### src/rtl/branch_pkg.sv
// rtl/branch_pkg.sv - shared op, state encodings and PC step for the branch resolver
package branch_pkg;

    typedef enum logic [2:0] {
        BR_BEQ  = 3'b000,
        BR_BNE  = 3'b001,
        BR_BLT  = 3'b010,
        BR_BGE  = 3'b011,
        BR_BGT  = 3'b100,
        BR_BLE  = 3'b101,
        BR_JUMP = 3'b110,
        BR_ILL  = 3'b111
    } br_op_e;

    typedef enum logic [1:0] {
        ST_IDLE = 2'd0,
        ST_EVAL = 2'd1,
        ST_RESP = 2'd2
    } state_e;

    localparam int PC_STEP = 4;

endpackage

### src/rtl/sat_counter.sv
// rtl/sat_counter.sv - saturating up-counter, holds at all-ones
module sat_counter #(
    parameter int W = 32
) (
    input  logic         clk,
    input  logic         rst,
    input  logic         inc,
    output logic [W-1:0] count
);

    always_ff @(posedge clk) begin
        if (rst) begin
            count <= '0;
        end else if (inc && (count != '1)) begin
            count <= count + W'(1);
        end
    end

endmodule

### src/rtl/branch_resolver.sv
// rtl/branch_resolver.sv - evaluates comparator flags against a latched branch op and returns a redirect
module branch_resolver
    import branch_pkg::*;
#(
    parameter int PC_W  = 32,
    parameter int CNT_W = 32
) (
    input  logic             clk,
    input  logic             rst,
    input  logic             flush,
    input  logic             req_valid,
    output logic             req_ready,
    input  logic [2:0]       req_op,
    input  logic [PC_W-1:0]  req_pc,
    input  logic [15:0]      req_imm,
    input  logic             eq,
    input  logic             lt,
    input  logic             gt,
    input  logic             ge,
    input  logic             le,
    output logic             resp_valid,
    input  logic             resp_ready,
    output logic             resp_taken,
    output logic [PC_W-1:0]  resp_next_pc,
    output logic             resp_illegal,
    output logic [CNT_W-1:0] br_count,
    output logic [CNT_W-1:0] taken_count
);

    state_e            state_q, state_d;
    br_op_e            op_q, op_d;
    logic [PC_W-1:0]   pc_q, pc_d;
    logic [15:0]       imm_q, imm_d;
    logic              taken_q, taken_d;
    logic              illegal_q, illegal_d;
    logic [PC_W-1:0]   npc_q, npc_d;

    logic              eval_taken;
    logic [PC_W-1:0]   imm_ext;
    logic [PC_W-1:0]   fall_pc;
    logic [PC_W-1:0]   tgt_pc;
    logic              handshake;

    // Word offset: sign-extend, scale by 4; all sums wrap modulo 2^PC_W.
    assign imm_ext = {{(PC_W-16){imm_q[15]}}, imm_q};
    assign fall_pc = pc_q + PC_W'(PC_STEP);
    assign tgt_pc  = fall_pc + (imm_ext << 2);

    always_comb begin
        eval_taken = 1'b0;
        case (op_q)
            BR_BEQ:  eval_taken = eq;
            BR_BNE:  eval_taken = ~eq;
            BR_BLT:  eval_taken = lt;
            BR_BGE:  eval_taken = ge;
            BR_BGT:  eval_taken = gt;
            BR_BLE:  eval_taken = le;
            BR_JUMP: eval_taken = 1'b1;
            default: eval_taken = 1'b0;
        endcase
    end

    always_comb begin
        state_d   = state_q;
        op_d      = op_q;
        pc_d      = pc_q;
        imm_d     = imm_q;
        taken_d   = taken_q;
        illegal_d = illegal_q;
        npc_d     = npc_q;
        if (flush) begin
            state_d = ST_IDLE;
        end else begin
            case (state_q)
                ST_IDLE: begin
                    if (req_valid) begin
                        op_d    = br_op_e'(req_op);
                        pc_d    = req_pc;
                        imm_d   = req_imm;
                        state_d = ST_EVAL;
                    end
                end
                ST_EVAL: begin
                    taken_d   = eval_taken;
                    illegal_d = (op_q == BR_ILL);
                    npc_d     = eval_taken ? tgt_pc : fall_pc;
                    state_d   = ST_RESP;
                end
                ST_RESP: begin
                    if (resp_ready) begin
                        state_d = ST_IDLE;
                    end
                end
                default: state_d = ST_IDLE;
            endcase
        end
    end

    always_ff @(posedge clk) begin
        if (rst) begin
            state_q   <= ST_IDLE;
            op_q      <= BR_BEQ;
            pc_q      <= '0;
            imm_q     <= '0;
            taken_q   <= 1'b0;
            illegal_q <= 1'b0;
            npc_q     <= '0;
        end else begin
            state_q   <= state_d;
            op_q      <= op_d;
            pc_q      <= pc_d;
            imm_q     <= imm_d;
            taken_q   <= taken_d;
            illegal_q <= illegal_d;
            npc_q     <= npc_d;
        end
    end

    assign req_ready    = (state_q == ST_IDLE);
    assign resp_valid   = (state_q == ST_RESP);
    assign resp_taken   = taken_q;
    assign resp_next_pc = npc_q;
    assign resp_illegal = illegal_q;

    // A flushed response is discarded, so it never reaches the counters.
    assign handshake = resp_valid & resp_ready & ~flush;

    sat_counter #(.W(CNT_W)) u_br_cnt (
        .clk   (clk),
        .rst   (rst),
        .inc   (handshake),
        .count (br_count)
    );

    sat_counter #(.W(CNT_W)) u_taken_cnt (
        .clk   (clk),
        .rst   (rst),
        .inc   (handshake & taken_q),
        .count (taken_count)
    );

endmodule

### config.mk
export PLATFORM = sky130hd
export DESIGN_NAME = branch_resolver
export DESIGN_NICKNAME = d
export VERILOG_FILES = /design/src/rtl/branch_pkg.sv /design/src/rtl/sat_counter.sv /design/src/rtl/branch_resolver.sv
export SDC_FILE = /design/constraint.sdc
export NUM_CORES = 1
export LEC_CHECK = 0
export CAP_MARGIN = 15
export CORE_UTILIZATION = 44
export CTS_CLUSTER_SIZE = 25
export DETAILED_ROUTE_END_ITERATION = 8
export PLACE_DENSITY = 0.73
export SETUP_SLACK_MARGIN = 0.3
export SLEW_MARGIN = 20
export SYNTH_ARGS = -nofsm -noshare
export SYNTH_HDL_FRONTEND = slang
export SYNTH_SLANG_ARGS = --single-unit
### constraint.sdc
create_clock -name clk -period 4.2 [get_ports clk]
set_input_delay 0.63 -clock clk [delete_from_list [all_inputs] [get_ports clk]]
set_output_delay 0.63 -clock clk [all_outputs]
set_load 0.01 [all_outputs]
# Word-level counts from Yosys, hierarchy flattened
# Index checks and enable logic that the tools add are counted.
classes:
  add_sub_neg: 4
  eq_ne: 13
  mux: 5
  n_bitwise: 5
  reduce_logical: 8
op_table:
  columns: ["operator", "n"]
  rows:
  - ["32-bit by 1-bit adder with 32-bit output (second input constant)", 2]
  - ["32-bit inequality test (second input constant)", 2]
  - ["32-bit by 3-bit adder with 32-bit output (second input constant)", 1]
  - ["32-bit adder", 1]
  - ["32-bit 2-to-1 mux", 1]
  - ["3-bit equality test (second input constant)", 4]
  - ["1-bit one-hot mux with 7 select lines", 1]
  - ["3-bit by 2-bit equality test with 1-bit output (second input constant)", 2]
  - ["2-bit one-hot mux with 3 select lines", 1]
  - ["2-bit 2-to-1 mux", 2]
  - ["2-bit AND reduction", 2]
  - ["1-bit bitwise AND", 3]
  - ["3-bit by 1-bit equality test with 1-bit output (second input constant)", 1]
  - ["3-bit logical NOT", 1]
  - ["3-bit AND reduction", 1]
  - ["2-bit by 1-bit equality test with 1-bit output (second input constant)", 1]
  - ["2-bit equality test (second input constant)", 1]
  - ["1-bit logical AND", 2]
  - ["2-bit logical NOT", 1]
  - ["2-bit by 1-bit inequality test with 1-bit output (second input constant)", 1]
  - ["2-bit inequality test (second input constant)", 1]
  - ["1-bit inverter", 2]
  - ["2-bit OR reduction", 1]
totals:
  regBits: 151
  in_bits: 61
  out_inout_bits: 100
  wordCells: 44

# Longest topological paths before layout
depth:
  word_depth: 5
  depth_mapped: 15
  depth_no_buf: 15

# Modules after synthesis
# From an unflattened synthesis, not the netlist that was laid out.
unflattened:
  cells_unflattened: 1151
  area_unflattened_um2: 9128.8
modules_own_cells:
  columns: ["module", "n_inst", "cells_each", "area_per_inst_um2", "seq_area_each_um2"]
  rows:
  - ["branch_resolver", 1, 753, 5780.5, 1741.7]
  - ["sat_counter", 2, 199, 1674.1, 640.6]

# Worst setup path before layout
# No wires, ideal clock.
synth_timing:
  path_type: "reg-to-reg"
  start: "reg pc_q[2]"
  end: "reg npc_q[24] (netlist: resp_next_pc[24])"
  setup_ps: 133
  arrival_time_ps: 3037
  t_required_ps: 4067
  setup_slack_ps: 1030
  path_stages_with_launch: 14
  n_path_buf: 1
  period_less_slack_ps: 3170
  path_cell_list: "dfxtp_1 -> ha_1 -> clkbuf_1 -> nand4_1 -> xnor2_1 -> ha_1 -> a21o_1 -> o311ai_1 -> o211ai_2 -> a31oi_1 -> nor4_2 -> or4_1 -> a21oi_1 -> nor4_1"
synth_via:
  elab_chain_len: 3
synth_rtl:
  columns: ["element", "line_no", "rtl"]
  rows:
  - ["start: declaration", "branch_resolver.sv:32", "logic [PC_W-1:0] pc_q, pc_d;"]
  - ["start signal: assignment", "branch_resolver.sv:111", "pc_q <= pc_d;"]
  - ["32-bit by 3-bit adder with 32-bit output (*)", "branch_resolver.sv:46", "assign fall_pc = pc_q + PC_W'(PC_STEP);"]
  - ["32-bit adder", "branch_resolver.sv:47", "assign tgt_pc = fall_pc + (imm_ext << 2);"]
  - ["32-bit 2-to-1 mux (*)", "branch_resolver.sv:86", "npc_d = eval_taken ? tgt_pc : fall_pc;"]
  - ["end signal: assignment", "branch_resolver.sv:115", "npc_q <= npc_d;"]
  - ["end: declaration", "branch_resolver.sv:36", "logic [PC_W-1:0] npc_q, npc_d;"]
# Mark *: on every way between the ends. The rest lies on a longest branch, timed or not.
# A chain may end at the register's enable or synchronous reset.

# Worst setup path in the final report
layout_timing:
  start: "reg pc_q[5]"
  end: "reg npc_q[24] (netlist: resp_next_pc[24])"
# Same word-level chain as after synthesis.

==> summary by stage <==
Run status
The flow ran to the end, and the final reports show no timing, DRC or antenna violations.

GRT
The number of antenna violations at the first check in global routing came to 0. Across every metal layer, demand over resource in global routing totals 0.222. The total overflow reported by the global router is 0. The first-pass GRT wire length is 35.5 mm.

Entering global routing, the biggest net connects 81 pins. The via count of the first global-routing pass is 7121.

Power and ir drop
Dividing total power by cell area gives a power density of 318 nW/um^2. VDD sags by at most 0.261 mV. The static leakage is 0.00393 uW.

Synthesis
The post-synthesis simple-gate area fraction is 0.271. The adder and majority gate portion of the synthesized area is 0.0606. The compound-cell area share of the yosys netlist is 0.162. The synthesized netlist contains 65 unique library cells. The fraction of synthesized cell area in xor and xnor cells is 0.112. When the netlist entered floorplanning its net count stood at 1164.

After synthesis, the share of cell area in mux cells is 0.00478. The number of enable flip-flop cells after synthesis is 0. The fraction of registers with async set/reset is 0.

The flip-flop and latch count after synthesis is 151. The number of warnings issued by yosys is 0. In the synthesized netlist the dominant register cell turns out to be sky130_fd_sc_hd__dfxtp_1. By area, the combinational part of the netlist is dominated by simple AND/OR/NAND/NOR gates. Dividing the synthesized area by the synthesized cell count gives 7.89 um^2. The share of the yosys chip area belonging to registers is 0.361. Synthesis produced a netlist whose cell count is 1063. After synthesis the cells add up to 8380 um^2.

Timing
Headroom to the max-slew limit came out at 0.337. For this run, the top clock speed supported by timing is 279 MHz. In the final timing run, aggregate negative setup slack is 0 ps. The fraction of the cycle the final worst path needs is 0.852. The final-report hold violation count was 0.

Setup violations remaining at the end of the flow were counted as 0. The transition time at the pin with the least slew margin is 993 ps. For the final database, setup skew stands at 13.3 ps. The final number of max-transition violations is 0. Setup repair after global routing left no endpoint under its margin. The routed design could run at a clock period as short as 3580 ps.

Detailed routing
The iteration count of the initial detailed-routing pass is 5. The detail route stage leaves a number of antenna-violating nets equal to 0. After the first detailed-routing iteration, the DRC count stood at 503.

After detailed routing, the average wire length per cell comes to 14.7 um. The overall routed net length is 21.3 mm. For this block, the via count after detailed routing is 7916.

In the routed layout, each cell is associated on average with a via count of 5.47. The remaining routing DRC violations is 0.

Min path
The startpoint identified for the worst hold timing path is pc_q[1]. The worst hold path stage count is 2. The end point of the worst hold path is pc_q[1].

The path class of the tightest hold or removal check is flip-flop to flip-flop.

Clocking
The clock latency on the worst-skew pair is 430 ps. The count of buffers added by post-CTS timing repair for setup is 0. The clock tree root driver cell is sky130_fd_sc_hd__clkbuf_16. The CTS buffer count is 17. The clock net sink count is 151.

The CTS tree is done. The number of H-tree levels is 4. Counting along the longest clock path gives a buffer depth of 2.

Clock-pin slew was measured on the worst setup and hold paths at 70 ps.

Worst setup path
The signal on the critical path passes through nand4_2 > nor3_4 > nand2_1 > xnor2_1 > ha_1 > a21o_1 > a21o_1 > a211o_1 > a31oi_1 > nor4_2 > or4_1 > a21oi_1 > nor4_1. The critical path launch point type is a flip-flop. The critical path is of the flip-flop to flip-flop type. STA classifies the critical path endpoint as a flip-flop. The startpoint of the worst register-to-register path is pc_q[5].

Counting cells, the worst reg-to-reg path comes to 13. The data arrival time of the critical path is 3850 ps. In this run the critical register-to-register path is captured at resp_next_pc[24]. On the critical path, the stage with the largest delay is an instance of sky130_fd_sc_hd__dfxtp_1. In this design, the stage delay of the slowest critical-path cell is 440 ps. The critical path's most frequent cell is sky130_fd_sc_hd__a21o_1. For flop-to-flop paths, the worst setup slack is 620 ps. STA puts the critical path data required time at 4470 ps.

In this run the worst path has a maximum fanout of 7.

Floorplanning
The starting density of the core is 0.448. The number of top-level design ports is 161. The vertical die dimension is 140 um. The die covers 19600 um^2. The core box area is 18700 um^2. In this run the horizontal extent of the chip is 140 um.

The standard-cell row count is 50.

Run
Max-cap violations in this run came to 0.

Place
In this run the tool buffered the top-level ports with 160 buffer cells. The half-perimeter wire length after placement is 15.3 mm. The global placer's final weighted congestion is 0.924.

Final layout
The area growth from synthesis to layout is 28.5%. The most common cell after layout, fill and taps aside is sky130_fd_sc_hd__nand2_1. The share of final-layout standard cells stronger than drive strength 1 is 0.0511. The total number of nets in the final design is 1301. Leaving out fill and tap cells, the most frequent cells in the layout are sky130_fd_sc_hd__nand2_1 (194), sky130_fd_sc_hd__clkdlybuf4s50_1 (159), sky130_fd_sc_hd__dfxtp_1 (151). The final antenna diode count is 0. The final cell utilization of the core is 0.576.
==> flip-flops by register name (all words and copies together) (netlist names) <==
name / count
pc_q: 32
resp_next_pc: 32
u_br_cnt.count: 32
u_taken_cnt.count: 32
imm_q: 16
op_q: 3
state_q: 2
resp_illegal: 1
resp_taken: 1
==> worst max-delay path by stage <==
| stage | from | end | slack [ps] | cells past startpoint |
|---|---|---|---|---|
| 6_report | pc_q[5] | resp_next_pc[24] | 620 | 13 |
| 5_1_grt | pc_q[2] | resp_next_pc[24] | 370 | 13 |
| 4_1_cts | pc_q[4] | resp_next_pc[29] | 640 | 14 |
| 3_5_place_dp | pc_q[4] | resp_next_pc[29] | 670 | 13 |
| 3_3_place_gp | pc_q[2] | resp_next_pc[24] | 760 | 12 |
| 2_1_floorplan | pc_q[2] | resp_next_pc[24] | 1030 | 13 |
==> where the power goes <==
part | total (uW) | internal (uW) | leakage (uW) | switching [uW]
logic | 350 | 156 | 0.00241 | 194
clock network | 1570 | 901 | 0.000296 | 674
registers | 1500 | 1460 | 0.00122 | 34.9
==> final cells by class <==
type / instances / area, um^2
sequential: 151 / 3020
multi-input combinational: 849 / 5140
fill: 1760 / 7930
clock buffer: 17 / 425
tap: 234 / 293
timing repair buffer: 166 / 1660
clock inverter: 15 / 185
inverter: 15 / 56.3
==> cell usage after synthesis, types with 5 or more instances <==
library cell / number / area share
sky130_fd_sc_hd__inv_1: 15 / 0.0067
sky130_fd_sc_hd__and4_1: 15 / 0.016
sky130_fd_sc_hd__a21o_1: 15 / 0.013
sky130_fd_sc_hd__nor2_1: 120 / 0.054
sky130_fd_sc_hd__nor2b_1: 8 / 0.0060
sky130_fd_sc_hd__nand4_1: 30 / 0.022
sky130_fd_sc_hd__o211ai_1: 5 / 0.0045
sky130_fd_sc_hd__and2_1: 6 / 0.0045
sky130_fd_sc_hd__nand3_1: 41 / 0.024
sky130_fd_sc_hd__dfxtp_1: 151 / 0.36
sky130_fd_sc_hd__xor2_1: 46 / 0.048
sky130_fd_sc_hd__o21a_1: 8 / 0.0072
sky130_fd_sc_hd__a21oi_1: 96 / 0.057
sky130_fd_sc_hd__or3_1: 9 / 0.0067
sky130_fd_sc_hd__a311oi_1: 9 / 0.0094
sky130_fd_sc_hd__nand2_1: 194 / 0.087
sky130_fd_sc_hd__xnor2_1: 61 / 0.064
sky130_fd_sc_hd__clkbuf_1: 45 / 0.020
sky130_fd_sc_hd__ha_1: 39 / 0.058
sky130_fd_sc_hd__o21ai_0: 17 / 0.010
sky130_fd_sc_hd__a31oi_1: 6 / 0.0045
sky130_fd_sc_hd__a211oi_1: 14 / 0.013
sky130_fd_sc_hd__nor3_1: 24 / 0.014
sky130_fd_sc_hd__a22oi_1: 7 / 0.0063
sky130_fd_sc_hd__and3_1: 11 / 0.0082
==> per-layer routing <==
layer,vias to the layer above,global-route usage,wire (um)
li1,4012,-,-
met1,3628,0.313,10400
met2,253,0.344,9530
met3,23,0.0352,994
met4,0,0.0763,340
met5,-,0,0
==> repair_timing <==
action                     4_1_cts  5_1_grt
hold buffers                     0        0
setup endpoints to repair        0        3
resized for setup                0        1
==> cells by family after synthesis <==
group / count (synthesis)
and+or+nand+nor: 487
AOI/OAI and AO/OA: 211
DFF: 151
xor gates and xnor gates: 107
buffers and inverters: 63
adders and majority gates: 40
muxes: 4
==> per-stage QoR <==
stage	power [uW]	worst slack, ps	area [um^2]	hold WS (ps)	std cells
detailed placement	1880	672	10200	449	1415
finish	3420	621	10800	457	1447
global placement	1870	760	10200	442	1415
floorplan	1730	1030	8380	432	1063
global route	3560	371	10800	482	1447
CTS	3460	637	10800	458	1447
==> critical path: cells and delay by family, from the launching register on <==
kind / cells / cell delay [ps]
flip-flops: 1 / 440
adder cells (fa/ha/maj): 1 / 330
XOR/XNOR: 1 / 280
AND/OR/NAND/NOR: 6 / 1270
AO/OA/AOI/OAI: 5 / 1100
(Power assumes the default switching activity.)
